[config.mk]
export PLATFORM = sky130hd
export DESIGN_NAME = sync_fifo_ctrl
export DESIGN_NICKNAME = d
export VERILOG_FILES = /design/src/rtl/fifo_pkg.sv /design/src/rtl/sync_fifo_mem.sv /design/src/rtl/sync_fifo_ctrl.sv
export SDC_FILE = /design/constraint.sdc
export NUM_CORES = 1
export LEC_CHECK = 0
export CAP_MARGIN = 20
export CELL_PAD_IN_SITES_DETAIL_PLACEMENT = 1
export CELL_PAD_IN_SITES_GLOBAL_PLACEMENT = 2
export CORE_MARGIN = 10
export CORE_UTILIZATION = 46
export DETAILED_ROUTE_END_ITERATION = 10
export PLACE_DENSITY_LB_ADDON = 0.1
export SYNTH_ARGS = -nofsm -noshare
export SYNTH_HDL_FRONTEND = slang
export SYNTH_SLANG_ARGS = --single-unit
[constraint.sdc]
create_clock -name clk -period 3.1 [get_ports clk]
set_input_delay 0.62 -clock clk [delete_from_list [all_inputs] [get_ports clk]]
set_output_delay 0.62 -clock clk [all_outputs]
set_load 0.05 [all_outputs]
[src/rtl/fifo_pkg.sv]
// Shared widths, status type and parameter sanity helpers for the synchronous FIFO.
package fifo_pkg;

  localparam int FIFO_DATA_W    = 8;
  localparam int FIFO_DEPTH     = 16;
  localparam int FIFO_AFULL_LVL = 12;

  function automatic int ptr_w(input int depth);
    return (depth < 2) ? 1 : $clog2(depth);
  endfunction

  // One extra bit so that count can represent DEPTH itself.
  function automatic int cnt_w(input int depth);
    return $clog2(depth) + 1;
  endfunction

  function automatic bit is_pow2(input int v);
    return (v >= 2) && ((v & (v - 1)) == 0);
  endfunction

  localparam int PTR_W = ptr_w(FIFO_DEPTH);
  localparam int CNT_W = cnt_w(FIFO_DEPTH);

  typedef struct packed {
    logic full;
    logic empty;
    logic almost_full;
  } fifo_status_t;

  localparam fifo_status_t STATUS_RST = '{full: 1'b0, empty: 1'b1, almost_full: 1'b0};

endpackage

[src/rtl/sync_fifo_mem.sv]
// DEPTH x DATA_W register array: one write port, one registered read port.
module sync_fifo_mem #(
  parameter int DATA_W = 8,
  parameter int DEPTH  = 16,
  parameter int AW     = 4
) (
  input  logic              clk,
  input  logic              rst_n,
  input  logic              we,
  input  logic [AW-1:0]     waddr,
  input  logic [DATA_W-1:0] wdata,
  input  logic              re,
  input  logic [AW-1:0]     raddr,
  output logic [DATA_W-1:0] rdata
);

  logic [DATA_W-1:0] mem_q [DEPTH];
  logic [DATA_W-1:0] rdata_q;
  logic [DATA_W-1:0] rdata_d;

  // NOTE: storage has no reset; only the control state is cleared, so the array maps onto plain RAM cells.
  always_ff @(posedge clk) begin
    if (we) mem_q[waddr] <= wdata;
  end

  // NOTE: default assigned first so the held value never infers a latch.
  always_comb begin
    rdata_d = rdata_q;
    if (re) rdata_d = mem_q[raddr];
  end

  // NOTE: state registers use non-blocking assignments so every flop samples pre-edge values.
  always_ff @(posedge clk or negedge rst_n) begin
    if (!rst_n) rdata_q <= '0;
    else        rdata_q <= rdata_d;
  end

  assign rdata = rdata_q;

endmodule

[src/rtl/sync_fifo_ctrl.sv]
// Single-clock FIFO controller: pointers, occupancy, registered flags, sticky errors, invariants.
module sync_fifo_ctrl
  import fifo_pkg::*;
#(
  parameter int DATA_W    = FIFO_DATA_W,
  parameter int DEPTH     = FIFO_DEPTH,
  parameter int AFULL_LVL = FIFO_AFULL_LVL
) (
  input  logic                   clk,
  input  logic                   rst_n,
  input  logic                   wr_en,
  input  logic [DATA_W-1:0]      wr_data,
  input  logic                   rd_en,
  input  logic                   clr_err,
  output logic [DATA_W-1:0]      rd_data,
  output logic                   rd_valid,
  output logic                   fifo_full,
  output logic                   fifo_empty,
  output logic                   almost_full,
  output logic [$clog2(DEPTH):0] count,
  output logic                   overflow,
  output logic                   underflow
);

  localparam int AW = ptr_w(DEPTH);
  localparam int CW = cnt_w(DEPTH);

  if (!is_pow2(DEPTH)) begin : g_depth_chk
    $error("sync_fifo_ctrl: DEPTH must be a power of two and at least 2");
  end
  if (AFULL_LVL < 1 || AFULL_LVL > DEPTH) begin : g_afull_chk
    $error("sync_fifo_ctrl: AFULL_LVL must lie in 1..DEPTH");
  end

  logic [AW-1:0] wptr_q, wptr_d;
  logic [AW-1:0] rptr_q, rptr_d;
  logic [CW-1:0] count_q, count_d;
  fifo_status_t  status_q, status_d;
  logic          rd_valid_q, rd_valid_d;
  logic          ovf_q, ovf_d;
  logic          unf_q, unf_d;
  logic          wr_acc, rd_acc;

  // A read frees a slot in the same cycle, so a full FIFO still takes a paired write.
  assign wr_acc = wr_en & (~status_q.full | rd_en);
  assign rd_acc = rd_en & ~status_q.empty;

  always_comb begin
    wptr_d     = wptr_q;
    rptr_d     = rptr_q;
    count_d    = count_q;
    rd_valid_d = rd_acc;
    if (wr_acc) wptr_d = wptr_q + AW'(1);
    if (rd_acc) rptr_d = rptr_q + AW'(1);
    if (wr_acc && !rd_acc) count_d = count_q + CW'(1);
    if (rd_acc && !wr_acc) count_d = count_q - CW'(1);

    // Flags decode the next count so they land in the same cycle as count.
    status_d.full        = (count_d == CW'(DEPTH));
    status_d.empty       = (count_d == '0);
    status_d.almost_full = (count_d >= CW'(AFULL_LVL));

    // Set takes priority over clear.
    ovf_d = (ovf_q & ~clr_err) | (wr_en & ~wr_acc);
    unf_d = (unf_q & ~clr_err) | (rd_en & status_q.empty);
  end

  always_ff @(posedge clk or negedge rst_n) begin
    if (!rst_n) begin
      wptr_q     <= '0;
      rptr_q     <= '0;
      count_q    <= '0;
      status_q   <= STATUS_RST;
      rd_valid_q <= 1'b0;
      ovf_q      <= 1'b0;
      unf_q      <= 1'b0;
    end else begin
      wptr_q     <= wptr_d;
      rptr_q     <= rptr_d;
      count_q    <= count_d;
      status_q   <= status_d;
      rd_valid_q <= rd_valid_d;
      ovf_q      <= ovf_d;
      unf_q      <= unf_d;
    end
  end

  sync_fifo_mem #(
    .DATA_W (DATA_W),
    .DEPTH  (DEPTH),
    .AW     (AW)
  ) u_mem (
    .clk   (clk),
    .rst_n (rst_n),
    .we    (wr_acc),
    .waddr (wptr_q),
    .wdata (wr_data),
    .re    (rd_acc),
    .raddr (rptr_q),
    .rdata (rd_data)
  );

  assign rd_valid    = rd_valid_q;
  assign fifo_full   = status_q.full;
  assign fifo_empty  = status_q.empty;
  assign almost_full = status_q.almost_full;
  assign count       = count_q;
  assign overflow    = ovf_q;
  assign underflow   = unf_q;

  a_count_max: assert property (@(posedge clk) disable iff (!rst_n) count <= CW'(DEPTH))
    else $error("sync_fifo_ctrl: count %0d exceeds DEPTH", count);
  a_full_dec: assert property (@(posedge clk) disable iff (!rst_n) fifo_full == (count == CW'(DEPTH)))
    else $error("sync_fifo_ctrl: fifo_full disagrees with count %0d", count);
  a_empty_dec: assert property (@(posedge clk) disable iff (!rst_n) fifo_empty == (count == '0))
    else $error("sync_fifo_ctrl: fifo_empty disagrees with count %0d", count);
  a_not_both: assert property (@(posedge clk) disable iff (!rst_n) !(fifo_full && fifo_empty))
    else $error("sync_fifo_ctrl: fifo_full and fifo_empty both high");
  a_cnt_inc: assert property (@(posedge clk) disable iff (!rst_n)
                              (wr_acc && !rd_acc) |=> count == $past(count) + CW'(1))
    else $error("sync_fifo_ctrl: count did not increment after a lone write");
  a_cnt_dec: assert property (@(posedge clk) disable iff (!rst_n)
                              (rd_acc && !wr_acc) |=> count == $past(count) - CW'(1))
    else $error("sync_fifo_ctrl: count did not decrement after a lone read");
  a_rd_valid: assert property (@(posedge clk) disable iff (!rst_n) rd_acc |=> rd_valid)
    else $error("sync_fifo_ctrl: rd_valid missing one cycle after an accepted read");
  a_ovf: assert property (@(posedge clk) disable iff (!rst_n)
                          (wr_en && fifo_full && !rd_en) |=> overflow)
    else $error("sync_fifo_ctrl: overflow not set after a write into a full FIFO");

endmodule

==> qor.txt, run 1 <==
run status: complete, no violations
Async S/R FF share, synth: 17.4%
total grt overflow: 0
Min-Delay Path Depth: 1
initial antenna violation count: 0
Top Layer Used: met4
top cells by count, synth: 128 x edfxtp_1, 64 x mux2i_1, 36 x nand2_1
Worst Clk Skew: 0.00544 ns
multi-input logic area: 1690 sq um
post-CTS sizing: 0
DP HPWL: 10.3 mm
Via density: 5.46
sequential area share after synthesis: 70.9%
CTS tree: yes
Starting Density: 47.6%
gpl congestion: 0.820
Worst Setup Start Kind: flop
num ports: 32
Mapped Area: 6380 sq um
met2 WL: 6.86 mm
worst path required time: 2.48 ns
area delta synth->final: 17.6%
Iter 0 DRT Violations: 270
WP data arrival: 1.84 ns
CP max FO: 6
Layout fillers: 1304
ys flop type: edfxtp_1
met3 wire length: 1.04 mm
Slew headroom: 46.5%
Setup TNS: 0 ns
Syn Area/Cell: 15.2 sq um
Power Dens Cells: 966 nW/um^2
post-synthesis mux area share: 10.4%
die height: 138 um
largest net degree at the start of global routing: 30
DIE AREA: 19000 sq um
Min-Delay Path Class: reg -> reg
Final Hold Fails: 0
H-tree level count: 4
syn nets: 440
CTS sink count: 155
Setup CP Type: reg -> out
crit-path leading delay family: buffers and inverters
reg2reg path depth: 6
port buffer count: 31
Worst-path clk slew: 0.06 ns
clock tree buffer depth: 2
Slowest cell on crit path: clkdlybuf4s50_1
Period minus WS final: 2.46 ns
leakage: 0.00271 uW
number of setup buffers added after CTS: 0
Pre-antenna DRT Iters: 4
first-pass GRT wire length: 23.9 mm
Vias: 3568
crit end category: output port
Bufs and invs on worst path: 1
Synth cell types: 42
most common cell in the synthesized netlist: edfxtp_1
vias in the first global route: 3807
RSZ-0062 raised after global routing: no
Avg WL per Cell: 23.5 um
Clock Latency Late Sink: 0.43 ns
cell taking the most area after synthesis: edfxtp_1
Worst VDD drop: 0.404 mV
Final Cycle Share: 79.3%
post-synthesis compound-gate area fraction: 4.53%
largest family of logic cells by synthesized area: multiplexers
Seq cells post-synth: 155
Cell Chain, Critical Path: clkdlybuf4s50_1
top cell type's share of synthesized area: 60.3%
EDFF count, synth: 128
clock root buffer master: clkbuf_16
Tightest Pin Transition: 0.800 ns
met1 wire length: 7.22 mm
layout cells sized above 1: 12.1%
xor/xnor share of the synthesized area: 1.75%
Post-Synth Simple-Gate Area: 8.50%
total chip power: 7240 uW
Synth Instances: 420
maximum clock rate: 0.407 GHz
final WL: 15.4 mm
synth top area cells: edfxtp_1 60%, dfrtp_1 10%, mux2i_1 10%, nand2_1 2.1%, nand3_1 2.0%
GRT Util Overall: 17.6%
Slew Limit Fails: 0
final setup vio count: 0
die width: 138 um
FF/Latch Area: 4520 sq um
nets@finish: 485
MaxCap Viol Count: 0
Syn. warnings: 0
Routed Antenna Nets: 0
antenna diode count: 0
core area: 13400 sq um
Crit path largest cell delay: 0.82 ns
Adder-Cell Fraction of Synth Area: 1.37%
TritonCTS Buffers: 17
# rows: 42
# DRC: 0
hold buffers post-CTS: 0
Critical Path Stages: 1
==> power by group <==
group | switching (uW) | internal [uW]
sequential | 304 | 2600
combinational | 1520 | 863
clock | 787 | 1170
==> cells by family after synthesis <==
kind of cell / Yosys count
xor gates and xnor gates: 11
buffers and inverters: 35
muxes: 66
adders and majority gates: 7
and+or+nand+nor: 103
DFF: 155
AOI/OAI and AO/OA: 43
==> registers in the layout, summed over array words and instances, names as in the netlist <==
register	flops
fifo_empty	1
wptr_q	4
count	5
u_mem.mem_q	128
overflow	1
underflow	1
u_mem.rdata	8
rd_valid	1
almost_full	1
fifo_full	1
rptr_q	4
==> layout make-up <==
class	instances	area share, %
flip-flops and latches	155	60.3
multi-input cells	230	22.6
repair buffers	47	5.91
clock buffers	19	5.77
well taps	176	2.94
clock inverters	13	1.69
inverters	14	0.768
==> routing by layer <==
layer  GRT usage [%]  up-vias
met3            4.19       19
met5               0        -
met2            25.8       98
met4            6.26        0
li1                -     1650
met1            24.9     1801
==> placed cells by master, fill, tap and decap left out, drive strengths merged, types with 8 or more instances in the layout <==
master	netlist	routed
inv	14	15
nand3	26	26
a22oi	16	16
and2	10	10
xnor2	8	8
edfxtp	128	128
mux2i	64	64
clkbuf	8	19
nor2	8	8
a21oi	18	18
buf	13	16
clkdlybuf4s50	0	31
dfrtp	26	26
nand2	36	36
==> through the flow <==
| stage | setup slack (ns) | util [%] | cell area (sq um) | hold slack [ns] | cells |
|---|---|---|---|---|---|
| floorplan | 0.993 | - | 6380 | 0.324 | 420 |
| global placement | 0.484 | 51.8 | 6940 | 0.475 | 622 |
| detailed placement | 0.459 | 51.8 | 6940 | 0.484 | 622 |
| CTS | 0.607 | 55.9 | 7500 | 0.494 | 654 |
| global route | 0.593 | 55.9 | 7500 | 0.524 | 654 |
| finish | 0.641 | 55.9 | 7500 | 0.495 | 654 |
==> final timing paths <==
kind / end / slack (ns) / startpoint
max in group asynchronous: fifo_empty / 1.81 / rst_n
min in group asynchronous: rptr_q[1] / 0.58 / rst_n
min reg2reg: rptr_q[3] / 0.50 / rptr_q[3]
min: rptr_q[3] / 0.50 / rptr_q[3]
max: fifo_empty / 0.64 / fifo_empty
max reg2reg: fifo_full / 1.06 / count[1]
Power figures use the tool's default switching activity.
==> run 2, diff against run 1 <==
CORE_UTILIZATION = 44   (was 46)
clock period = 2.45 ns   (was 3.1 ns; I/O delays follow)
==> qor.txt, run 2 (synthesized netlist as in run 1, its figures left out) <==
die height: 140 um (+1.9%)
CTS sink count: 155 (unchanged)
Via density: 5.47 (+0.21%)
Iter 0 DRT Violations: 255 (-5.6%)
CTS tree: yes
Setup TNS: 0 ns (unchanged)
nets@finish: 497 (+2.5%)
port buffer count: 31 (unchanged)
Worst VDD drop: 0.571 mV (+41%)
Routed Antenna Nets: 0 (unchanged)
worst path required time: 1.96 ns (-0.52 ns)
Period minus WS final: 2.35 ns
Clock Latency Late Sink: 0.43 ns (about the same)
Setup CP Type: reg -> out
hold buffers post-CTS: 0 (unchanged)
Place WS: 0.0746 ns (-0.385 ns)
Final Cycle Share: 95.9%
max reg flops: 128 (unchanged)
TritonCTS Buffers: 17 (unchanged)
Min-Delay Path Class: in -> async
Vias: 3663 (+2.7%)
Slew Limit Fails: 0 (unchanged)
antenna diode count: 0 (unchanged)
run status: complete, no violations
Slew headroom: 50.5% (+4.0 points)
Crit path largest cell delay: 0.83 ns (about the same)
Avg WL per Cell: 23.4 um (-0.46%)
layout cells sized above 1: 14.9% (+2.8 points)
setup slack, reg-to-reg: 0.51 ns (-0.55 ns)
Starting Density: 45.4% (-2.2 points)
num ports: 32 (unchanged)
Tightest Pin Transition: 0.741 ns (-0.0596 ns)
gpl congestion: 0.770 (-6.0%)
post-CTS sizing: 0 (unchanged)
initial antenna violation count: 0 (unchanged)
Setup WS post-layout: 0.0992 ns (-0.542 ns)
clock tree buffer depth: 2 (unchanged)
Pre-antenna DRT Iters: 4 (unchanged)
total grt overflow: 0 (unchanged)
area delta synth->final: 20.1%
H-tree level count: 4 (unchanged)
number of setup buffers added after CTS: 0 (unchanged)
die width: 140 um (+1.9%)
Worst Clk Skew: 0.0127 ns (+0.00723 ns)
DP HPWL: 10.5 mm (+2.3%)
first-pass GRT wire length: 24.3 mm (+1.4%)
crit end category: output port
largest net degree at the start of global routing: 39 (+30%)
Bufs and invs on worst path: 1 (unchanged)
CP max FO: 6 (unchanged)
# rows: 43 (+2.4%)
Finished Layout Cells: 670 (+2.4%)
GRT Util Overall: 16.4% (-1.2 points)
final WL: 15.7 mm (+2.0%)
Worst-path clk slew: 0.06 ns (about the same)
Cell Chain, Critical Path: clkdlybuf4s50_1
maximum clock rate: 0.425 GHz
Layout fillers: 1323 (+1.5%)
Power Dens Cells: 1230 nW/um^2 (+27%)
crit-path leading delay family: buffers and inverters
Final Hold Fails: 0 (unchanged)
Slowest cell on crit path: clkdlybuf4s50_1
MaxCap Viol Count: 0 (unchanged)
DIE AREA: 19700 sq um (+3.9%)
Most flops, register: u_mem.mem_q
commonest non-fill, non-tap cells in the layout: 128 x edfxtp_1, 64 x mux2i_1, 36 x nand2_1
vias in the first global route: 3837 (+0.79%)
Fin Hold WS: 0.450 ns (-0.0455 ns)
core area: 14000 sq um (+4.8%)
WP data arrival: 1.86 ns (+0.02 ns)
RSZ-0062 raised after global routing: no
leakage: 0.00280 uW (+3.5%)
Inst Count DP: 638 (+2.6%)
FF-to-FF Start: count[0]
final setup vio count: 0 (unchanged)
Worst Setup Start Kind: flop
# DRC: 0 (unchanged)
r2r endpoint: fifo_full
most common cell after layout, fill and taps aside: edfxtp_1
clock root buffer master: clkbuf_16
final core utilization: 54.6% (-1.4 points)
reg2reg path depth: 6 (unchanged)
==> run 2: per-layer routing <==
metal	vias up	GRT usage [%]	wire length, um
li1	1680	-	-
met1	1898	23.1	7620
met2	69	24.2	7180
met3	16	3.38	599
met4	0	5.98	261
met5	-	0	0
==> run 2: stage by stage <==
step           power [uW]  area, sq um
6_report             9420         7660
4_1_cts              9500         7660
3_3_place_gp         6720         7060
3_5_place_dp         6800         7060
5_1_grt              9890         7660
2_1_floorplan        5650         6380
==> run 2: worst register-to-register path: stages, from the launching register on <==
cell and delay, ns:
dfrtp_1 0.46, inv_1 0.11, ha_1 0.33, mux2_1 0.30, o211ai_1 0.23, nand2_1 0.17
nor4b_2 0.26
==> run 2: worst max-delay path by stage <==
stage	start	endpoint	slack, ns	cells after the start
2_1_floorplan	fifo_full	u_mem.mem_q[1][0]	0.34	3
4_1_cts	fifo_empty	fifo_empty	0.08	1
6_report	fifo_empty	fifo_empty	0.1	1
3_5_place_dp	rd_en	u_mem.mem_q[5][4]	0.07	6
3_3_place_gp	rd_en	u_mem.mem_q[9][0]	0.12	6
5_1_grt	fifo_empty	fifo_empty	0.07	1
==> run 2: power breakdown <==
group	total, uW	internal, uW	switching, uW
Sequential	3600	3290	310
Clock	2670	1650	1020
Combinational	3160	1150	2000
==> run 2: final cells by class <==
cell class | instances | area [sq um] | share of cell area [%]
Inverter | 14 | 57.6 | 0.751
Tap cell | 180 | 225 | 2.94
Clock buffer | 21 | 460 | 6.01
Sequential cell | 155 | 4520 | 59.1
Clock inverter | 11 | 143 | 1.86
Multi-Input combinational cell | 230 | 1690 | 22.1
Timing Repair Buffer | 59 | 558 | 7.28
==> RTL change (flow settings as in run 1) <==
Reset style: synchronous (`rst_n`), changed in 2 clocked blocks.
--- a/src/rtl/sync_fifo_mem.sv
+++ b/src/rtl/sync_fifo_mem.sv
@@ -30,7 +30,7 @@
   end
 
   // NOTE: state registers use non-blocking assignments so every flop samples pre-edge values.
-  always_ff @(posedge clk or negedge rst_n) begin
+  always_ff @(posedge clk) begin
     if (!rst_n) rdata_q <= '0;
     else        rdata_q <= rdata_d;
   end
--- a/src/rtl/sync_fifo_ctrl.sv
+++ b/src/rtl/sync_fifo_ctrl.sv
@@ -65,7 +65,7 @@
     unf_d = (unf_q & ~clr_err) | (rd_en & status_q.empty);
   end
 
-  always_ff @(posedge clk or negedge rst_n) begin
+  always_ff @(posedge clk) begin
     if (!rst_n) begin
       wptr_q     <= '0;
       rptr_q     <= '0;
Formal check against the unedited RTL: differs if rst_n is asserted again (counterexample within 4 cycles, from zero or initial values and one cycle with rst_n low); with rst_n held inactive, the same outputs for 10 cycles.
==> RTL change against run 1 <==
Count of clock-buffer cells in the layout increased by 6; critical path depth unchanged; worst setup slack improved by 0.073 ns; routed wire length decreased by 14%; worst hold slack got worse by 0.040 ns; maximum frequency increased by 3.1%; synthesized area decreased by 2.0%; synthesized cell count decreased by 17%; register-to-register slack got worse by 0.30 ns; sequential cell count unchanged; cell area decreased by 2.2%; largest cell class unchanged; highest routed layer unchanged.
Power is not compared: it rests on default switching activity, and its combinational part moved more than twofold at a synthesized area within 25%.
==> RTL change: results <==
group,metric,value,unit
outcome,status,"finished, final reports clean",
critical_path,crit_fanout,8,
global_routing,antenna_found_initial,0,
cells_and_area,nFillCells,1217,
logic_synthesis,synth_commonest_cells,"edfxtp_1 (128), dfxtp_1 (27), mux4_2 (25)",
logic_synthesis,postSynth.asyncResetShare,0,%
logic_synthesis,synth_nets,368,
routing,wl_per_cell,22.4,um
global_routing,first_global_vias,3429,
critical_path,max_stage_delay,0.87,ns
global_routing,grt_pass1_wl,20300,um
global_routing,grt_max_degree,36,
placement,place.gp.congestion,0.753,
sta,skew,0.00691,ns
logic_synthesis,ys_top_cells_by_area,"edfxtp_1 (62%), mux4_2 (9.0%), dfxtp_1 (8.7%), mux4_1 (2.9%), ha_1 (1.4%)",
routing,routed_via_density,5.47,
routing,drt_iter0_markers,275,
logic_synthesis,seq_area_frac_synth,70.2,%
sta,relSlewSlack,49.1,%
placement,dpl.hpwl,8640,um
critical_path,crit_arrival,1.77,ns
logic_synthesis,synth_cell_types,53,
cells_and_area,nNetsFinal,420,
global_routing,grtUsageTotal,15.1,%
cells_and_area,drive_above_1_share,21.1,%
cells_and_area,max_flop_register,"u_mem.mem_q",
RTL change: per-stage QoR:
| step | hold slack, ns | instance area [um2] | setup WS [ns] | std cells |
|---|---|---|---|---|
| finish | 0.456 | 7330 | 0.715 | 590 |
| global route | 0.480 | 7330 | 0.589 | 589 |
| CTS | 0.461 | 7330 | 0.669 | 589 |
| detailed placement | 0.453 | 6770 | 0.345 | 557 |
| global placement | 0.449 | 6770 | 0.350 | 557 |
| floorplan | 0.522 | 6250 | 0.868 | 348 |
RTL change: area by class of cell:
type,count,area [um2],share of cell area (%)
antenna,1,2.50,0.0341
inverter,8,30.0,0.410
tap,176,220,3.00
timing repair buffer,52,468,6.38
sequential,155,4390,59.8
clock buffer,25,497,6.78
clock inverter,7,66.3,0.905
multi-input combinational,166,1660,22.7
RTL change: metal layers:
layer	part of all wire [%]	vias to the layer above	global-route usage, %
met5	0	-	0
met4	1.0	0	4.08
met3	4.0	10	4.11
met2	51	58	25.0
met1	44	1678	19.1
li1	-	1483	-
RTL change: cell families (layout without fill, tap and decap cells):
family	Yosys count	after routing	synth area share (%)
XOR/XNOR	11	11	1.54
flip-flops	155	155	70.2
AND/OR/NAND/NOR	75	75	6.41
adder cells (fa/ha/maj)	7	7	1.40
other	0	1	0
multiplexers	35	35	12.5
buffers and inverters	27	92	3.24
AO/OA/AOI/OAI	38	38	4.79
RTL change: path summary, 6_finish.rpt:
| check | slack (ns) | startpoint | to | cells after the start |
|---|---|---|---|---|
| setup / recovery | 0.71 | fifo_empty | fifo_empty | 1 |
| hold / removal | 0.46 | u_mem.rdata[7] | u_mem.rdata[7] | 2 |
| setup reg to reg | 0.76 | rptr_q[0] | u_mem.rdata[1] | 4 |
| hold reg to reg | 0.46 | u_mem.rdata[7] | u_mem.rdata[7] | 2 |
RTL change: power by group:
| group | switching [mW] | internal [mW] |
|---|---|---|
| sequential | 0.0601 | 2.31 |
| clock | 0.766 | 1.19 |
| combinational | 0.340 | 0.262 |
| total | 1.17 | 3.77 |
